`src/rtl/serial_mult_dispatcher.sv`:
```
`timescale 1ns/1ps
// Issue stage for the serial multiplier: operand FIFO, one-op-at-a-time
// issue with a stale-valid guard cycle, registered result port and timeout.
module serial_mult_dispatcher #(
    parameter int width   = 8,
    parameter int DEPTH   = 4,
    parameter int TIMEOUT = 64
) (
    input  logic                       clk,
    input  logic                       rst_n,
    input  logic                       in_valid,
    output logic                       in_ready,
    input  logic [width-1:0]           in_a,
    input  logic [width-1:0]           in_b,
    output logic                       mul_en,
    output logic [width-1:0]           mul_A,
    output logic [width-1:0]           mul_B,
    input  logic                       mul_valid,
    input  logic [2*width-1:0]         mul_S,
    output logic                       res_valid,
    input  logic                       res_ready,
    output logic [2*width-1:0]         res_data,
    output logic                       timeout,
    output logic [$clog2(DEPTH):0]     fifo_cnt
);

    localparam int AW = $clog2(DEPTH);
    localparam int CW = AW + 1;
    localparam int TW = $clog2(TIMEOUT + 1);

    typedef enum logic [2:0] {
        S_IDLE,
        S_ISSUE,
        S_GUARD,
        S_WAIT,
        S_OUT
    } state_t;

    state_t               state_q, state_d;
    logic [2*width-1:0]   mem_q [DEPTH];
    logic [AW-1:0]        wr_ptr_q, rd_ptr_q;
    logic [CW-1:0]        cnt_q, cnt_d;
    logic                 mul_en_q, mul_en_d;
    logic [width-1:0]     a_q, a_d, b_q, b_d;
    logic                 res_valid_q, res_valid_d;
    logic [2*width-1:0]   res_data_q, res_data_d;
    logic                 timeout_q, timeout_d;
    logic [TW-1:0]        wcnt_q, wcnt_d;
    logic                 full, empty, push, pop;

    assign full  = (cnt_q == CW'(DEPTH));
    assign empty = (cnt_q == '0);
    assign push  = in_valid && !full;
    assign pop   = (state_q == S_IDLE) && !empty;
    assign cnt_d = cnt_q + CW'(push) - CW'(pop);

    always_ff @(posedge clk) begin
        if (push) begin
            mem_q[wr_ptr_q] <= {in_a, in_b};
        end
    end

    always_ff @(posedge clk or negedge rst_n) begin
        if (!rst_n) begin
            wr_ptr_q <= '0;
            rd_ptr_q <= '0;
            cnt_q    <= '0;
        end else begin
            if (push) wr_ptr_q <= wr_ptr_q + 1'b1;
            if (pop)  rd_ptr_q <= rd_ptr_q + 1'b1;
            cnt_q <= cnt_d;
        end
    end

    always_comb begin
        state_d     = state_q;
        mul_en_d    = 1'b0;
        a_d         = a_q;
        b_d         = b_q;
        res_valid_d = res_valid_q;
        res_data_d  = res_data_q;
        timeout_d   = timeout_q;
        wcnt_d      = wcnt_q;
        unique case (state_q)
            S_IDLE: begin
                if (!empty) begin
                    {a_d, b_d} = mem_q[rd_ptr_q];
                    mul_en_d   = 1'b1;
                    state_d    = S_ISSUE;
                end
            end
            S_ISSUE: state_d = S_GUARD;
            S_GUARD: begin
                // mul_valid may still be high from the previous product here
                wcnt_d  = '0;
                state_d = S_WAIT;
            end
            S_WAIT: begin
                if (mul_valid) begin
                    res_data_d  = mul_S;
                    res_valid_d = 1'b1;
                    state_d     = S_OUT;
                end else if (wcnt_q == TW'(TIMEOUT - 1)) begin
                    timeout_d = 1'b1;
                    state_d   = S_IDLE;
                end else begin
                    wcnt_d = wcnt_q + 1'b1;
                end
            end
            S_OUT: begin
                if (res_ready) begin
                    res_valid_d = 1'b0;
                    state_d     = S_IDLE;
                end
            end
            default: state_d = S_IDLE;
        endcase
    end

    always_ff @(posedge clk or negedge rst_n) begin
        if (!rst_n) begin
            state_q     <= S_IDLE;
            mul_en_q    <= 1'b0;
            a_q         <= '0;
            b_q         <= '0;
            res_valid_q <= 1'b0;
            res_data_q  <= '0;
            timeout_q   <= 1'b0;
            wcnt_q      <= '0;
        end else begin
            state_q     <= state_d;
            mul_en_q    <= mul_en_d;
            a_q         <= a_d;
            b_q         <= b_d;
            res_valid_q <= res_valid_d;
            res_data_q  <= res_data_d;
            timeout_q   <= timeout_d;
            wcnt_q      <= wcnt_d;
        end
    end

    assign in_ready  = !full;
    assign mul_en    = mul_en_q;
    assign mul_A     = a_q;
    assign mul_B     = b_q;
    assign res_valid = res_valid_q;
    assign res_data  = res_data_q;
    assign timeout   = timeout_q;
    assign fifo_cnt  = cnt_q;

endmodule

```
`config.mk`:
```
export PLATFORM = sky130hd
export DESIGN_NAME = serial_mult_dispatcher
export DESIGN_NICKNAME = d
export VERILOG_FILES = /design/src/rtl/serial_mult_dispatcher.sv
export SDC_FILE = /design/constraint.sdc
export NUM_CORES = 1
export LEC_CHECK = 0
export ABC_CLOCK_PERIOD_IN_PS = 5570
export BUFFER_PORTS_ARGS = -buffer_cell sky130_fd_sc_hd__buf_2
export CORE_MARGIN = 8
export CORE_UTILIZATION = 44
export CTS_BUF_LIST = sky130_fd_sc_hd__clkbuf_8
export DETAILED_ROUTE_END_ITERATION = 6
export PLACE_DENSITY = 0.63
export RECOVER_POWER = 50
export SYNTH_ARGS = -nofsm -noshare
export SYNTH_HDL_FRONTEND = slang
export SYNTH_SLANG_ARGS = --single-unit
```
`constraint.sdc`:
```
create_clock -name clk -period 5.57 [get_ports clk]
set_input_delay 0 -clock clk [delete_from_list [all_inputs] [get_ports clk]]
set_output_delay 0 -clock clk [all_outputs]
set_load 0.01 [all_outputs]
```
==> results of run 1 <==
[sequential cells by signal (all words and copies together) (netlist names)]
name	flops
fifo_cnt	3
mem_q	64
mul_A	8
mul_B	8
mul_en	1
rd_ptr_q	2
res_data	16
res_valid	1
state_q	3
timeout	1
wcnt_q	7
wr_ptr_q	2
[cells in the final DEF (no fill, tap or decap), types with 3 or more instances in the layout]
cell type and instances:
edfxtp_1 64, dfrtp_1 52, buf_2 40, dlygate4sd3_1 36, clkbuf_1 36, mux2_2 33
clkbuf_8 18, mux4_2 16, inv_1 13, nand2_1 10, and3_1 7, ha_1 7
o21ai_0 5, nor2_1 3, xnor2_1 3, a41o_1 3, o211ai_1 3, bufinv_16 3
clkinv_2 3
[worst max-delay path, delay by kind of cell]
| kind | cells | cell delay (ps) |
|---|---|---|
| buffers and inverters | 3 | 2610 |
[worst paths after layout]
kind | start | slack (ps) | end
worst max register to register | fifo_cnt[2]$_DFF_PN0_ | 3100 | fifo_cnt[2]$_DFF_PN0_
worst max-delay path | rst_n | 2800 | mul_B[5]$_DFFE_PN0P_
min in group asynchronous | rst_n | 1140 | wcnt_q[4]$_DFFE_PN0P_
worst min register to register | timeout$_DFFE_PN0P_ | 470 | timeout$_DFFE_PN0P_
worst min-delay path | res_ready | 320 | state_q[2]$_DFFE_PN0P_
max in group clk | fifo_cnt[2]$_DFF_PN0_ | 3100 | fifo_cnt[2]$_DFF_PN0_
[final cells by class]
class	instances	area, um^2	share of cell area (%)
repair buffers	114	710.7	12.29
well taps	136	170.2	2.942
clock buffers	18	247.7	4.284
inverters	8	30.03	0.5193
flip-flops and latches	116	3223	55.73
clock inverters	14	148.9	2.575
multi-input cells	119	1252	21.66
[power breakdown]
part / switching [mW] / leakage, nW / internal, mW
clock network: 0.323 / 0.219 / 0.446
logic: 0.431 / 0.841 / 0.465
registers: 0.200 / 1.21 / 1.19
[per-stage QoR]
stage | power, mW | hold slack [ps] | setup slack [ps] | utilization (%)
floorplan | 2.018 | -295.6 | 3211 | -
global placement | 2.294 | 173.7 | 3160 | 49.59
detailed placement | 2.330 | 174.7 | 3066 | 49.59
CTS | 3.119 | 263.7 | 3062 | 56.99
global route | 3.245 | 324.8 | 2206 | 56.52
finish | 3.059 | 316.1 | 2803 | 56.52
[cells by family (layout without fill, tap and decap cells)]
kind of cell / after synthesis / in the layout / share of synthesized area, %
xor gates and xnor gates: 5 / 5 / 0.9552
muxes: 49 / 49 / 15.96
DFF: 116 / 116 / 70.29
and+or+nand+nor: 35 / 35 / 4.530
AOI/OAI and AO/OA: 22 / 22 / 3.520
adders and majority gates: 8 / 8 / 2.346
buffers and inverters: 20 / 154 / 2.401
[per-layer routing]
layer / GRT usage [%] / vias up
met2: 23.34 / 81
met1: 14.22 / 1294
met5: 0 / -
li1: - / 1222
met4: 4.804 / 0
met3: 5.420 / 11
[what timing repair did]
item                                    CTS  global route
hold buffers                             36             0
hold endpoints to repair                136             0
endpoints found under the setup margin    0             0
==> metrics.cfg, run 1 <==
[worst_setup_path]
cp.arrival_ps = 2660
crit_path_top_delay_cell = clkbuf_1
worstPathCellList = dlygate4sd3_1 -> buf_2 -> clkbuf_1
worstSetupEndpointType = asynchronous set/reset pin
startpoint_type = input port
slowest_delay_ps = 2000
ff2ff_path_depth = 9
cp.required_ps = 5460
worstPathMaxFanout = 52
crit_type = in -> async

[sta]
fmax_mhz = 361.4
worst_pin_slew_ps = 2859
finalMaxSlewViolations = 53
maxSlewHeadroom_pct = -90.58
hold_violations = 0
setup-violations-final = 0
rsz0062_at_grt = no
min_period_over_period_pct = 49.67
skew_ps = 14.04
fin_setup_tns_ps = 0
period_needed_ps = 2767

[synth]
ys.flop_type = edfxtp_1
synth_edf_count = 64
ys_types = 41
syn_inst = 255
synth.largest_area_cell = edfxtp_1
synth_top_area_share_pct = 41.91
ys_top_cells_by_area = edfxtp_1 42%, dfrtp_1 28%, mux2_2 8.1%
synth_fp_nets = 300
yosysSeqAreaShare_pct = 70.29
ys_warn_count = 0
ys_ff_latch = 116
yosysMostFrequentCell = edfxtp_1
synth.avg_cell_area_um2 = 17.98
async_flop_share_pct = 44.83
yosys-top-cells-count = 64 x edfxtp_1, 52 x dfrtp_1, 33 x mux2_2
syn_area_um2 = 4586

[outcome]
status = complete, but fails checks
violations = max-capacitance violations, max-slew violations

[clock_network]
ctsRootBufferMaster = clkbuf_8
clkLatencyLatePin_ps = 420
cts_setup_buffers = 0
cts_resized = 0
cts_buffer_depth = 2
clk_pin_slew_worst_paths_ps = 60
numCtsBuffers = 17
cts_sinks = 116
htreeDepth = 4
cts_tree = built

[drt]
vias_per_cell = 4.968
dr.pass1.iters = 4
met1_length_um = 3686
drc = 0
detail-route-antenna-nets = 0
met2RoutedLength_um = 4663
met3WireLength_um = 532
drt_iter0_drc = 104
top_layer_used = met4
vias = 2608
routed_wl_um = 8996
wl_per_cell_um = 17.14

[floorplan]
dieArea_um2 = 13940
num_rows = 37
start_util_pct = 44.82
dieHeight_um = 118.1
core-area_um2 = 10230
ioPinCount = 76
die_w_um = 118.1

[power]
peakVddDrop_mv = 0.2471
p_leak_nw = 2.273
cellPowerDensity_nw_per_um2 = 529.0

[final_layout]
synthToLayoutAreaGrowth_pct = 26.11
num-nets-final = 421
diodes = 0
final_cells = 525
drive_gt1_share_pct = 31.11
fillers = 828
design_area_um2 = 5783

[global_routing]
overflow = 0
grt_pass1_wl_um = 14410
grt_max_degree = 53
antenna_found_initial = 0
track_usage_pct = 13.36
grt_pass1_vias = 2839

[worst_hold_path]
whs_path_depth = 3
worstHoldPathType = in -> reg

[placement]
placed_area_um2 = 5074
io_buffers = 75
finalWeightedCongestion = 0.7326
dpl.hpwl_um = 5439
numPlacedInstances = 457

[job]
cap_viol_max_count = 1

No activity file was read; power rests on OpenSTA's default activity.
==> run 2, diff against run 1 <==
ABC_CLOCK_PERIOD_IN_PS = 2700   (was 5570)
clock period = 2.7 ns   (was 5.57 ns; I/O delays follow)
==> run 2 against run 1 <==
The flow still finishes with violations (max-capacitance violations, max-slew violations). Clock power is 100% higher. Final cell count increased by 1.3%. Via count up 1.8%. Critical path type is now reg -> reg. Critical endpoint is now fifo_cnt[2]$_DFF_PN0_. Global-route usage hardly changed. Worst setup slack worse by 2300 ps. Largest cell class unchanged. Critical path depth grew 5. Sequential cell count unchanged. Sequential share of layout area is 0.45 points lower. Largest power group unchanged. Combinational power is 120% higher. Design area rose by 0.82%.
==> metrics.cfg, run 2 (synthesized netlist as in run 1, its figures left out) <==
[sta]
rsz0062_at_grt = no
finalMaxSlewViolations = 34
skew_ps = 10.91
maxSlewHeadroom_pct = -16.14
period_needed_ps = 2195
worst_pin_slew_ps = 1742
hold_violations = 0
fin_setup_tns_ps = 0
min_period_over_period_pct = 81.30
fmax_mhz = 455.5
setup-violations-final = 0

[drt]
met3WireLength_um = 439
wl_per_cell_um = 16.66
vias_per_cell = 4.991
met1_length_um = 3811
met2RoutedLength_um = 4527
drt_iter0_drc = 88
dr.pass1.iters = 4
top_layer_used = met4
routed_wl_um = 8863
vias = 2655
drc = 0
detail-route-antenna-nets = 0

[clock_network]
clkLatencyLatePin_ps = 410
ctsRootBufferMaster = clkbuf_8
cts_sinks = 116
htreeDepth = 4
cts_tree = built
cts_setup_buffers = 0
cts_buffer_depth = 2
numCtsBuffers = 17
clk_pin_slew_worst_paths_ps = 70

[floorplan]
start_util_pct = 44.82
dieHeight_um = 118.1
core-area_um2 = 10230
die_w_um = 118.1
num_rows = 37
dieArea_um2 = 13940
ioPinCount = 76

[worst_setup_path]
startpoint_type = register
reg2reg_from = fifo_cnt[2]$_DFF_PN0_
crit_path_top_delay_cell = dfrtp_1
cpLargestDelayFamily = adder cells
worstPathMaxFanout = 4
critPathLaunch = fifo_cnt[2]$_DFF_PN0_
slowest_delay_ps = 420
cp.buffers_inverters = 1
worstSetupEndpointType = register
cp_common_cell = ha_1
cp.arrival_ps = 2490
worstPathCellList = nor3_1 -> nor4_4 -> ha_1 -> inv_1 -> ha_1 -> fa_1 -> xor2_1 -> xnor2_1
cp.required_ps = 2990
crit_type = reg -> reg

[final_layout]
multi_input_area_um2 = 1252
diodes = 0
num-nets-final = 428
largest_reg_flops = 64
final_cell_mix = 64 x edfxtp_1, 52 x dfrtp_1, 39 x clkbuf_1, 38 x buf_2, 35 x dlygate4sd3_1
fillers = 804
layout_commonest_cell = edfxtp_1
regMostFlops = mem_q
synthToLayoutAreaGrowth_pct = 27.15
final_cells = 532
final-seq-area_um2 = 3223
drive_gt1_share_pct = 32.58

[global_routing]
grt_pass1_vias = 2846
overflow = 0
antenna_found_initial = 0
track_usage_pct = 13.37
grt_pass1_wl_um = 14530
grt_max_degree = 34

[placement]
numPlacedInstances = 465
finalWeightedCongestion = 0.7196
dpl.hpwl_um = 5720
io_buffers = 75

[power]
combinationalPowerShare_pct = 31.6
switching_share_pct = 31.23
peakVddDrop_mv = 0.5679
clkPwrFrac_pct = 24.7
p_sw_mw = 1.982
p_leak_nw = 2.282
seqPwrFrac_pct = 43.7
cellPowerDensity_nw_per_um2 = 1088
internal_power_mw = 4.364

[job]
cap_viol_max_count = 1

[outcome]
violations = max-capacitance violations, max-slew violations
status = complete, but fails checks

[worst_hold_path]
worstHoldPathType = in -> reg
min-delay-start = in_valid

## run 2: cell types whose count changed in the layout (fill, tap and decap cells not counted), sizes merged
cell	previous run	this run
dlygate4sd3	36	35
clkinv	4	8
buf	42	47
inv	14	9
clkinvlp	1	3
clkbuf	54	56
## run 2: stage by stage
step / power, mW / util, % / worst slack (ps) / area, um^2 / hold slack (ps)
3_3_place_gp: 4.788 / 50.18 / 537.4 / 5134 / 108.6
6_report: 6.346 / 56.99 / 504.8 / 5831 / 21.98
4_1_cts: 6.484 / 57.52 / 472.6 / 5884 / 8.153
3_5_place_dp: 4.866 / 50.18 / 467.5 / 5134 / 102.9
5_1_grt: 6.758 / 56.99 / 322.3 / 5831 / 22.50
2_1_floorplan: 4.163 / - / 340.9 / 4586 / -295.6
## run 2: what timing repair did
| item | CTS | global route |
|---|---|---|
| gates resized for setup | 0 | 0 |
| endpoints found under the hold margin | 114 | 0 |
| hold buffers | 35 | 0 |
| setup endpoints to repair | 0 | 0 |
## run 2: worst reg2reg max path, cell delays in order, from the launching register on
cell and delay [ps]:
dfrtp_1 420, nor3_1 410, nor4_4 60, ha_1 290
inv_1 40, ha_1 180, fa_1 380, xor2_1 180
xnor2_1 130
## run 2: metal layers
layer / up-vias / GRT usage (%)
met1: 1343 / 15.25
met5: - / 0
met2: 71 / 22.42
met3: 9 / 5.228
met4: 0 / 4.564
li1: 1232 / -
## run 2: cell type report
class / count / area share [%]
Inverter: 8 / 0.5150
Tap cell: 136 / 2.918
Clock buffer: 17 / 4.013
Timing Repair Buffer: 121 / 12.94
Sequential cell: 116 / 55.28
Clock inverter: 15 / 2.854
Multi-Input combinational cell: 119 / 21.48
## run 2: path summary, 6_finish.rpt
kind	end	slack [ps]	cells after the start
setup / recovery	fifo_cnt[2]$_DFF_PN0_	500	8
hold / removal	wr_ptr_q[0]$_DFFE_PN0P_	20	3
setup reg to reg	fifo_cnt[2]$_DFF_PN0_	500	8
hold reg to reg	timeout$_DFFE_PN0P_	470	1
max in group asynchronous	mul_B[3]$_DFFE_PN0P_	770	3
min in group asynchronous	wcnt_q[4]$_DFFE_PN0P_	590	2
## run 2: power by group through the flow
stage               clock (mW)  combinational (mW)  sequential (mW)
floorplan                    0                1.32             2.84
global placement             0                2.01             2.77
detailed placement           0                2.06             2.80
CTS                       1.61                2.10             2.77
global route              1.70                2.22             2.85
finish                    1.57                2.00             2.77
